<file path="src/rtl/ape_pkg.sv">
// Shared types and constants for the APE-style decryption sequencer.
// Latency: none (declarations and a pure combinational round helper only).
// Backpressure: n/a.
package ape_pkg;

    localparam int RATE_W = 34;
    localparam int CAP_W  = 16;
    localparam int KEY_W  = 64;
    localparam int PE_W   = RATE_W + CAP_W;

    // Round constants, one per permutation round
    localparam logic [PE_W-1:0] RC0 = 50'h1_3579_BDF0_2468;
    localparam logic [PE_W-1:0] RC1 = 50'h2_F0E1_D2C3_B4A5;

    typedef enum logic [2:0] {
        ST_IDLE  = 3'd0,
        ST_FIRST = 3'd1,
        ST_RUN   = 3'd2,
        ST_DRAIN = 3'd3,
        ST_CHECK = 3'd4,
        ST_DONE  = 3'd5
    } ape_state_e;

    typedef struct packed {
        logic [RATE_W-1:0] rate;
        logic [CAP_W-1:0]  cap;
    } ape_blk_t;

    // One permutation round: chi-like nonlinear mix against two rotations,
    // constant injection, then a rotate-left by 17 for diffusion.
    function automatic logic [PE_W-1:0] ape_round(input logic [PE_W-1:0] x,
                                                  input logic [PE_W-1:0] rc);
        logic [PE_W-1:0] a;
        logic [PE_W-1:0] b;
        logic [PE_W-1:0] y;
        a = {x[PE_W-6:0],  x[PE_W-1:PE_W-5]};
        b = {x[PE_W-12:0], x[PE_W-1:PE_W-11]};
        y = x ^ (a & ~b) ^ rc;
        return {y[PE_W-18:0], y[PE_W-1:PE_W-17]};
    endfunction

endpackage

</file>
<file path="src/rtl/ape_pe.sv">
// 50-bit keyless permutation: two rounds of ape_round over {rate, capacity}.
// Latency: purely combinational, zero cycles.
// Backpressure: none; output follows input in the same cycle.
module ape_pe
    import ape_pkg::*;
(
    input  logic [PE_W-1:0] pe_i,
    output logic [PE_W-1:0] pe_o
);

    logic [PE_W-1:0] r0;

    // Two chained rounds with distinct constants
    always_comb begin
        r0   = ape_round(pe_i, RC0);
        pe_o = ape_round(r0, RC1);
    end

endmodule

</file>
<file path="src/rtl/ape_dec_seq.sv">
// APE decryption sequencer: IV beat then one plaintext block per ciphertext beat; optional tag check via APE_AUTH_CHECK_EN.
// Latency: one cycle from ciphertext handshake to pt_valid_o; one block per cycle at full rate.
// Backpressure: ct_ready_o drops while a plaintext beat is held unaccepted; held pt data/last stay stable.
module ape_dec_seq
    import ape_pkg::*;
#(
    parameter int CNT_W = 16
) (
    input  logic              clk,
    input  logic              error,
    input  logic [KEY_W-1:0]  key_i,
    input  logic [CAP_W-1:0]  tag_i,
    input  logic              start_i,
    input  logic              ct_valid_i,
    output logic              ct_ready_o,
    input  logic [RATE_W-1:0] ct_data_i,
    input  logic              ct_last_i,
    output logic              pt_valid_o,
    input  logic              pt_ready_i,
    output logic [RATE_W-1:0] pt_data_o,
    output logic              pt_last_o,
    output logic              busy_o,
    output logic              done_o,
    output logic [CNT_W-1:0]  blk_cnt_o,
    output logic              auth_ok_o
);

    ape_state_e        state_q,   state_d;
    logic [CAP_W-1:0]  vc_q,      vc_d;
    logic [RATE_W-1:0] prev_q,    prev_d;
    logic [KEY_W-1:0]  key_q,     key_d;
    logic              pt_vld_q,  pt_vld_d;
    logic [RATE_W-1:0] pt_dat_q,  pt_dat_d;
    logic              pt_last_q, pt_last_d;
    logic [CNT_W-1:0]  blk_cnt_q, blk_cnt_d;

    ape_blk_t pe_in;
    ape_blk_t pe_out;
    logic     ct_hs;
    logic     pt_hs;

    ape_pe u_pe (
        .pe_i (pe_in),
        .pe_o (pe_out)
    );

    // Handshake qualifiers; RUN may refill the output slot as it drains
    always_comb begin
        pe_in      = '{rate: prev_q, cap: vc_q};
        ct_ready_o = (state_q == ST_FIRST) ||
                     ((state_q == ST_RUN) && (!pt_vld_q || pt_ready_i));
        ct_hs      = ct_valid_i && ct_ready_o;
        pt_hs      = pt_vld_q && pt_ready_i;
    end

    // Next-state and datapath update
    always_comb begin
        state_d   = state_q;
        vc_d      = vc_q;
        prev_d    = prev_q;
        key_d     = key_q;
        pt_vld_d  = pt_vld_q;
        pt_dat_d  = pt_dat_q;
        pt_last_d = pt_last_q;
        blk_cnt_d = blk_cnt_q;

        if (pt_hs) begin
            pt_vld_d = 1'b0;
            if (blk_cnt_q != {CNT_W{1'b1}}) begin
                blk_cnt_d = blk_cnt_q + 1'b1;
            end
        end

        case (state_q)
            ST_IDLE: begin
                if (start_i) begin
                    vc_d      = tag_i ^ key_i[CAP_W-1:0];
                    key_d     = key_i;
                    blk_cnt_d = '0;
                    state_d   = ST_FIRST;
                end
            end
            ST_FIRST: begin
                // IV beat seeds the chaining value only
                if (ct_hs) begin
                    prev_d  = ct_data_i;
                    state_d = ct_last_i ? ST_CHECK : ST_RUN;
                end
            end
            ST_RUN: begin
                if (ct_hs) begin
                    pt_dat_d  = ct_data_i ^ pe_out.rate;
                    vc_d      = pe_out.cap;
                    prev_d    = ct_data_i;
                    pt_last_d = ct_last_i;
                    pt_vld_d  = 1'b1;
                    if (ct_last_i) begin
                        state_d = ST_DRAIN;
                    end
                end
            end
            ST_DRAIN: begin
                if (pt_hs) begin
                    state_d = ST_CHECK;
                end
            end
            ST_CHECK: state_d = ST_DONE;
            ST_DONE:  state_d = ST_IDLE;
            default:  state_d = ST_IDLE;
        endcase
    end

    // State registers, cleared asynchronously by error low
    always_ff @(posedge clk or negedge error) begin
        if (!error) begin
            state_q   <= ST_IDLE;
            vc_q      <= '0;
            prev_q    <= '0;
            key_q     <= '0;
            pt_vld_q  <= 1'b0;
            pt_dat_q  <= '0;
            pt_last_q <= 1'b0;
            blk_cnt_q <= '0;
        end else begin
            state_q   <= state_d;
            vc_q      <= vc_d;
            prev_q    <= prev_d;
            key_q     <= key_d;
            pt_vld_q  <= pt_vld_d;
            pt_dat_q  <= pt_dat_d;
            pt_last_q <= pt_last_d;
            blk_cnt_q <= blk_cnt_d;
        end
    end

`ifdef APE_AUTH_CHECK_EN
    logic auth_ok_q, auth_ok_d;
    logic unused_key;

    // Tag verdict is taken once in CHECK and held until the next message
    always_comb begin
        auth_ok_d = auth_ok_q;
        if ((state_q == ST_IDLE) && start_i) begin
            auth_ok_d = 1'b0;
        end else if (state_q == ST_CHECK) begin
            auth_ok_d = (vc_q == key_q[KEY_W-1:KEY_W-CAP_W]);
        end
    end

    // Authentication verdict register
    always_ff @(posedge clk or negedge error) begin
        if (!error) begin
            auth_ok_q <= 1'b0;
        end else begin
            auth_ok_q <= auth_ok_d;
        end
    end

    assign auth_ok_o  = auth_ok_q;
    assign unused_key = ^key_q[KEY_W-CAP_W-1:0];
`else
    logic unused_key;

    // No tag check in this build: verdict tied low, key only latched
    assign auth_ok_o  = 1'b0;
    assign unused_key = ^key_q;
`endif

    assign pt_valid_o = pt_vld_q;
    assign pt_data_o  = pt_dat_q;
    assign pt_last_o  = pt_last_q;
    assign busy_o     = (state_q != ST_IDLE);
    assign done_o     = (state_q == ST_DONE);
    assign blk_cnt_o  = blk_cnt_q;

endmodule

</file>
<file path="config.mk">
export PLATFORM = sky130hd
export DESIGN_NAME = ape_dec_seq
export DESIGN_NICKNAME = d
export VERILOG_FILES = /design/src/rtl/ape_pkg.sv /design/src/rtl/ape_pe.sv /design/src/rtl/ape_dec_seq.sv
export SDC_FILE = /design/constraint.sdc
export NUM_CORES = 1
export LEC_CHECK = 0
export BUFFER_PORTS_ARGS = -buffer_cell sky130_fd_sc_hd__buf_2
export CAP_MARGIN = 15
export CORE_AREA = 10 10 151 153
export DETAILED_ROUTE_END_ITERATION = 8
export DIE_AREA = 0 0 161 163
export GPL_ROUTABILITY_DRIVEN = 0
export HOLD_SLACK_MARGIN = 0.06
export PLACE_DENSITY = 0.64
export SLEW_MARGIN = 10
export SYNTH_ARGS = -nofsm -noshare
export SYNTH_HDL_FRONTEND = slang
export SYNTH_HIERARCHICAL = 1
export SYNTH_SLANG_ARGS = --single-unit
</file>
<file path="constraint.sdc">
create_clock -name clk -period 2.6 [get_ports clk]
set_clock_uncertainty 0.05 [all_clocks]
set_input_delay 0.65 -clock clk [delete_from_list [all_inputs] [get_ports clk]]
set_output_delay 0.65 -clock clk [all_outputs]
set_load 0.005 [all_outputs]
</file>
==> results.md, run 1 <==
- Final nets: 906
- P_leak: 3.411 nW
- # hold bufs at CTS: 0
- Synthesis warning total: 6
- Share of layout cells above drive strength 1: around a third
- Vias per inst: 5.058
- IO buf count: 126
- Detailed-route wire length per cell: 16.66 µm
- F_max: 442.0 MHz
- FILL cells: between 2000 and 2500
- Post-Route WL: about 18000 µm
- Synth Area in Adders: less than 1%
- Post-CTS setup buffer count: 0
- Status: completed
- Ports: about 180
- GR Util All Layers: approximately an eighth
- Syn avg cell area: just under 10 µm²
- Grt ovf: 0
- Clk sinks: around 110
- Initial antenna violation count: 1
- Compound-Gate Fraction of Synth Area: 10.44%
- Total power: between 10 and 15 mW
- Worst reg2reg endpoint: blk_cnt_o[10]$_DFF_PN0_
- Mapped Nets: around 810
- # DRC: 0
- Relative slew slack: ~53%
- Worst setup SP type: flop
- # rows: 52
- Core Region: about 20000 µm²
- CTS tree: done
- Worst min path class: in2async
- Post-synthesis cell type count: between 60 and 70
- Reg-to-reg slack, setup: ~0.47 ns
- Setup total negative slack: 0 ns
- CTS Buf Count: 9
- Hpwl dp: between 10000 and 15000 µm
- Worst EP required: roughly 1.9 ns
- Critical path, cell by cell: nor2b_1, a21oi_2, nor2_1, buf_2
- Worst setup EP type: output port
- Number of max-cap violations: 0
- Clock root buffer master: clkbuf_16
- Mapped Area: slightly below 7000 µm²
- Sequential area share after synthesis: a little under 40%
- Yosys top cell area share: 38.75%
- Largest net degree at the start of global routing: between 40 and 50
- Clk slew on worst S/H paths: 0.08 ns
- Worst-skew pair later-pin latency: 0.36 ns
- Final Setup Violations: 0
- Max-slew violations: 0
- Ys async rst share: 100.0%
- Critical path arrival: 1.56 ns
- Setup CP Type: reg2out
- H-tree lvl count: 3
- FF-to-FF Start: blk_cnt_o[0]$_DFF_PN0_
- Critical path buffers and inverters: 1
- Largest family of logic cells by synthesized area: simple AND/OR/NAND/NOR gates
- Area Overhead vs Synth: 16.68%
- Post-synthesis mux area share: between 10% and 20%
- CP Depth: 4
- CP max stage delay: between 0.5 and 0.6 ns
- RSZ-0062 raised after global routing: no
- Post-Synth Simple-Gate Area: between 10% and 20%
- Vias in the first global route: around 5400
- Final Hold Violating Endpoints: 0
- Post-synth EDFFs: 0
- Family with the most delay on the worst path: flip-flops
- Final min period: between 2 and 2.5 ns
- Starting Density: ~34%
- Slew @ Worst Pin: ~0.7 ns
- Max rail drop VDD: between 500 and 600 µV
- Iteration-0 DRC Markers: 280
- Final Cycle Share: between 80 and 90%
- Final ANT Viol Nets: 0
- Synth top area cells: dfrtp_1, mux2_2, xnor2_1, xor2_1, o21ai_0
- Die Span X: approximately 160 µm
- Gate Count Post-Synth: about 690
- ANT cells: 0
- Post-synth top flop: dfrtp_1
- Via Count: approximately 5400
- Post-synthesis xor/xnor area fraction: between 10% and 20%
- Register bit count reported by yosys: 105
- Slowest-stage cell, CP: dfrtp_1
- CTS resizes: 0
- Pwr dens: between 1000 and 1500 nW/µm²
- Critical-path maximum fanout: 13
- Drt pass-1 iters: 5
- Die area: approximately 26000 µm²
- Reg2Reg Depth: 5
- CTS Buffer Depth: 2
- Die height: 163 µm
- First-pass GRT wire length: approximately 28000 µm
- Cell taking the most area after synthesis: dfrtp_1
==> per-stage QoR <==
step	util (%)	instances	area [µm²]	hold WS (ns)	worst slack [ns]
floorplan	-	686	6780	0.3044	0.5842
detailed placement	38.19	1044	7604	0.4394	0.3612
CTS	39.74	1060	7911	0.1380	0.3448
global route	39.74	1060	7911	0.1399	0.2174
global placement	38.19	1044	7604	0.4372	0.3630
finish	39.74	1060	7911	0.1336	0.3376
==> layout make-up <==
type                            instances  area (µm²)  share of cell area, %
Clock inverter                          7       82.58                  1.044
Inverter                               27       101.3                  1.281
Timing Repair Buffer                  136       745.7                  9.426
Tap cell                              270       337.8                  4.270
Sequential cell                       105        2628                  33.21
Clock buffer                            9       225.2                  2.847
Multi-Input combinational cell        506        3791                  47.92
==> kinds of logic after synthesis <==
logic type	Yosys count
other	1
AO/OA/AOI/OAI	113
XOR/XNOR	116
multiplexers	91
flip-flops	105
buffers and inverters	75
AND/OR/NAND/NOR	184
adder cells (fa/ha/maj)	1
==> flip-flops by register name, indices dropped and copies added, names as in the netlist <==
signal and flops:
pt_last_o 1, vc_q 16, state_q 3, prev_q 34
pt_valid_o 1, blk_cnt_o 16, pt_data_o 34
==> synthesized netlist by cell type (6+ instances only) <==
cell / count
nor3_1: 19
dfrtp_1: 105
inv_1: 26
mux2_2: 84
a21oi_1: 32
nand2b_1: 16
nand3b_1: 12
nor2b_1: 7
nor2_1: 23
nand4_1: 6
or3_1: 7
mux2i_1: 6
nand2_1: 46
clkbuf_1: 15
o32ai_1: 11
xor2_1: 50
buf_2: 22
xnor2_1: 66
nand3_1: 13
o21ai_0: 38
==> metal layers <==
metal  track usage (%)  wire, µm  up-vias
met4             3.557       227        0
met1             16.86      7861     2634
li1                  -         -     2581
met5                 0         0        -
met3             3.236       840       16
met2             22.37      8733      131
==> layout by cell type, fill, tap and decap left out, types with 7 or more instances in the layout <==
master     netlist  routed
buf_2           22     125
nor3_1          19      19
nand3b_1        12      12
inv_1           26      26
dfrtp_1        105     105
o32ai_1         11      11
nor2_1          23      23
buf_4            4       8
or3_1            7       7
o21ai_0         38      38
nand2b_1        16      15
nor2b_1          7       7
clkbuf_16        0       9
xor2_1          50      50
a21oi_1         32      32
nand3_1         13      13
nand2_1         46      46
mux2_2          84      84
xnor2_1         66      66
==> power by group <==
group | total, mW | internal [mW] | switching (mW)
logic | 5.32 | 2.85 | 2.47
clock network | 1.45 | 0.767 | 0.680
registers | 3.61 | 2.33 | 1.28
total | 10.4 | 5.95 | 4.43
==> worst max-delay path by stage <==
stage | slack (ns) | endpoint | start
floorplan | 0.58 | blk_cnt_o[9]$_DFF_PN0_ | pt_ready_i
CTS | 0.34 | ct_ready_o | state_q[1]$_DFFE_PN0P_
finish | 0.34 | ct_ready_o | state_q[1]$_DFFE_PN0P_
detailed placement | 0.36 | blk_cnt_o[9]$_DFF_PN0_ | pt_ready_i
global route | 0.22 | ct_ready_o | state_q[0]$_DFFE_PN0P_
global placement | 0.36 | blk_cnt_o[9]$_DFF_PN0_ | pt_ready_i
(Power assumes the default switching activity.)
==> inputs of run 2 (changes only) <==
--- a/config.mk
+++ b/config.mk
@@ -8,6 +8,7 @@
 export BUFFER_PORTS_ARGS = -buffer_cell sky130_fd_sc_hd__buf_2
 export CAP_MARGIN = 15
 export CORE_AREA = 10 10 151 153
+export CTS_BUF_LIST = sky130_fd_sc_hd__clkbuf_4 sky130_fd_sc_hd__clkbuf_8
 export DETAILED_ROUTE_END_ITERATION = 8
 export DIE_AREA = 0 0 161 163
 export GPL_ROUTABILITY_DRIVEN = 0
==> run 2 against run 1 <==
Die area unchanged. Total power decreased by 3.2%. Fmax is 1.9% lower. Sequential share of layout area increased by 0.43 points. Routed wire length is 0.19% higher. First-iteration DRC count decreased by 15%. Worst hold slack lost 0.046 ns. Count of clock-buffer cells in the layout is the same. Global-route usage about the same. Cell area shrank 1.3%. Critical path type unchanged. Largest power group unchanged. Highest routed layer unchanged.
==> results.md, run 2 (same netlist as run 1, synthesis figures left out) <==
- Status: completed
- Slew @ Worst Pin: 0.7263 ns
- Most common cell after layout, fill and taps aside: buf_2
- H-tree lvl count: 3
- # rows: 52
- Finished Core Util: 39.23%
- CTS resizes: 0
- Setup total negative slack: 0 ns
- Worst reg2reg endpoint: blk_cnt_o[10]$_DFF_PN0_
- Worst min path class: in2async
- RSZ-0062 raised after global routing: no
- Post-CTS setup buffer count: 0
- Iteration-0 DRC Markers: roughly 240
- Final ANT Viol Nets: 0
- Relative slew slack: between 50% and 60%
- Share of layout cells above drive strength 1: around a third
- Drt pass-1 iters: 5
- FF-to-FF Start: blk_cnt_o[0]$_DFF_PN0_
- Via Count: between 5000 and 6000
- Critical path arrival: 1.61 ns
- Final Cycle Share: 88.72%
- Grt ovf: 0
- Initial antenna violation count: 1
- Starting Density: 34.06%
- GR Util All Layers: a little over an eighth
- ANT cells: 0
- Number of max-cap violations: 0
- Clock root buffer master: clkbuf_8
- Setup CP Type: reg2out
- Core Region: approximately 20000 µm²
- Most frequent cells in the layout: buf_2, dfrtp_1, mux2_2
- Ports: between 150 and 200
- Reg2Reg Depth: 5
- Max-slew violations: 0
- First-pass GRT wire length: approximately 28000 µm
- # hold bufs at CTS: 0
- Worst setup EP type: output port
- IO buf count: between 100 and 150
- Hpwl dp: approximately 13000 µm
- Area Overhead vs Synth: 15.19%
- Worst EP required: 1.90 ns
- Final min period: 2.307 ns
- P_leak: around 3.4 nW
- Vias per inst: approximately 5
- CTS tree: done
- Final Setup Violations: 0
- CTS Buffer Depth: 2
- Pwr dens: 1286 nW/µm²
- Max rail drop VDD: a little under 600 µV
- Reg-to-reg slack, setup: approximately 0.47 ns
- Clk sinks: approximately 110
- Critical-path maximum fanout: 13
- Clk slew on worst S/H paths: ~0.11 ns
- Post-Route WL: between 15000 and 20000 µm
- Worst setup SP type: flop
- Largest net degree at the start of global routing: about 50
- F_max: approximately 430 MHz
- Die area: roughly 26000 µm²
- Detailed-route wire length per cell: roughly 17 µm
- Die Span X: between 150 and 200 µm
- CTS Buf Count: 9
- Worst-skew pair later-pin latency: 0.40 ns
- Die height: between 150 and 200 µm
- # DRC: 0
- Vias in the first global route: 5360
- Final nets: roughly 910
- Final Hold Violating Endpoints: 0
## run 2: worst max-delay path, stage by stage (launching register included)
cell,delay (ns)
dfrtp_1,0.53
nor2b_1,0.20
a21oi_2,0.25
nor2_1,0.08
buf_2,0.15
## run 2: how the worst max path moves through the flow
| stage | startpoint | end | slack, ns |
|---|---|---|---|
| after global routing | state_q[0]$_DFFE_PN0P_ | ct_ready_o | 0.16 |
| after global placement | pt_ready_i | blk_cnt_o[9]$_DFF_PN0_ | 0.36 |
| after CTS | state_q[1]$_DFFE_PN0P_ | ct_ready_o | 0.28 |
| after floorplan | pt_ready_i | blk_cnt_o[9]$_DFF_PN0_ | 0.58 |
| final | state_q[1]$_DFFE_PN0P_ | ct_ready_o | 0.29 |
| after detailed placement | pt_ready_i | blk_cnt_o[9]$_DFF_PN0_ | 0.36 |
## run 2: stage by stage
stage          worst slack, ns  hold WS (ns)  cell area (µm²)  power [mW]  cells
4_1_cts                 0.2752       0.07217             7810       10.14   1060
6_report                0.2933       0.08728             7810       10.05   1060
3_3_place_gp            0.3630        0.4372             7604       8.872   1044
5_1_grt                 0.1568       0.07919             7810       10.92   1060
2_1_floorplan           0.5842        0.3044             6780       7.574    686
3_5_place_dp            0.3612        0.4394             7604       8.983   1044
## run 2: final cells by class
type,instances,area (µm²)
clock buffers,9,123.9
clock inverters,7,82.58
fillers,2035,12100
inverters,27,101.3
multi-input cells,506,3791
flip-flops and latches,105,2628
well taps,270,337.8
repair buffers,136,745.7
## run 2: layer usage
| metal | vias up | GRT usage (%) | routed length, µm |
|---|---|---|---|
| met4 | 0 | 3.598 | 236 |
| met2 | 142 | 22.26 | 8686 |
| li1 | 2582 | - | - |
| met1 | 2630 | 16.79 | 7853 |
| met5 | - | 0 | 0 |
| met3 | 18 | 3.311 | 920 |
## run 2: power breakdown
group          leakage (nW)  internal, mW  total, mW  switching [mW]
registers              1.29          2.33       3.61            1.28
clock network         0.104         0.464       1.11           0.646
logic                  1.97          2.85       5.33            2.47
total                  3.36          5.65       10.0            4.40
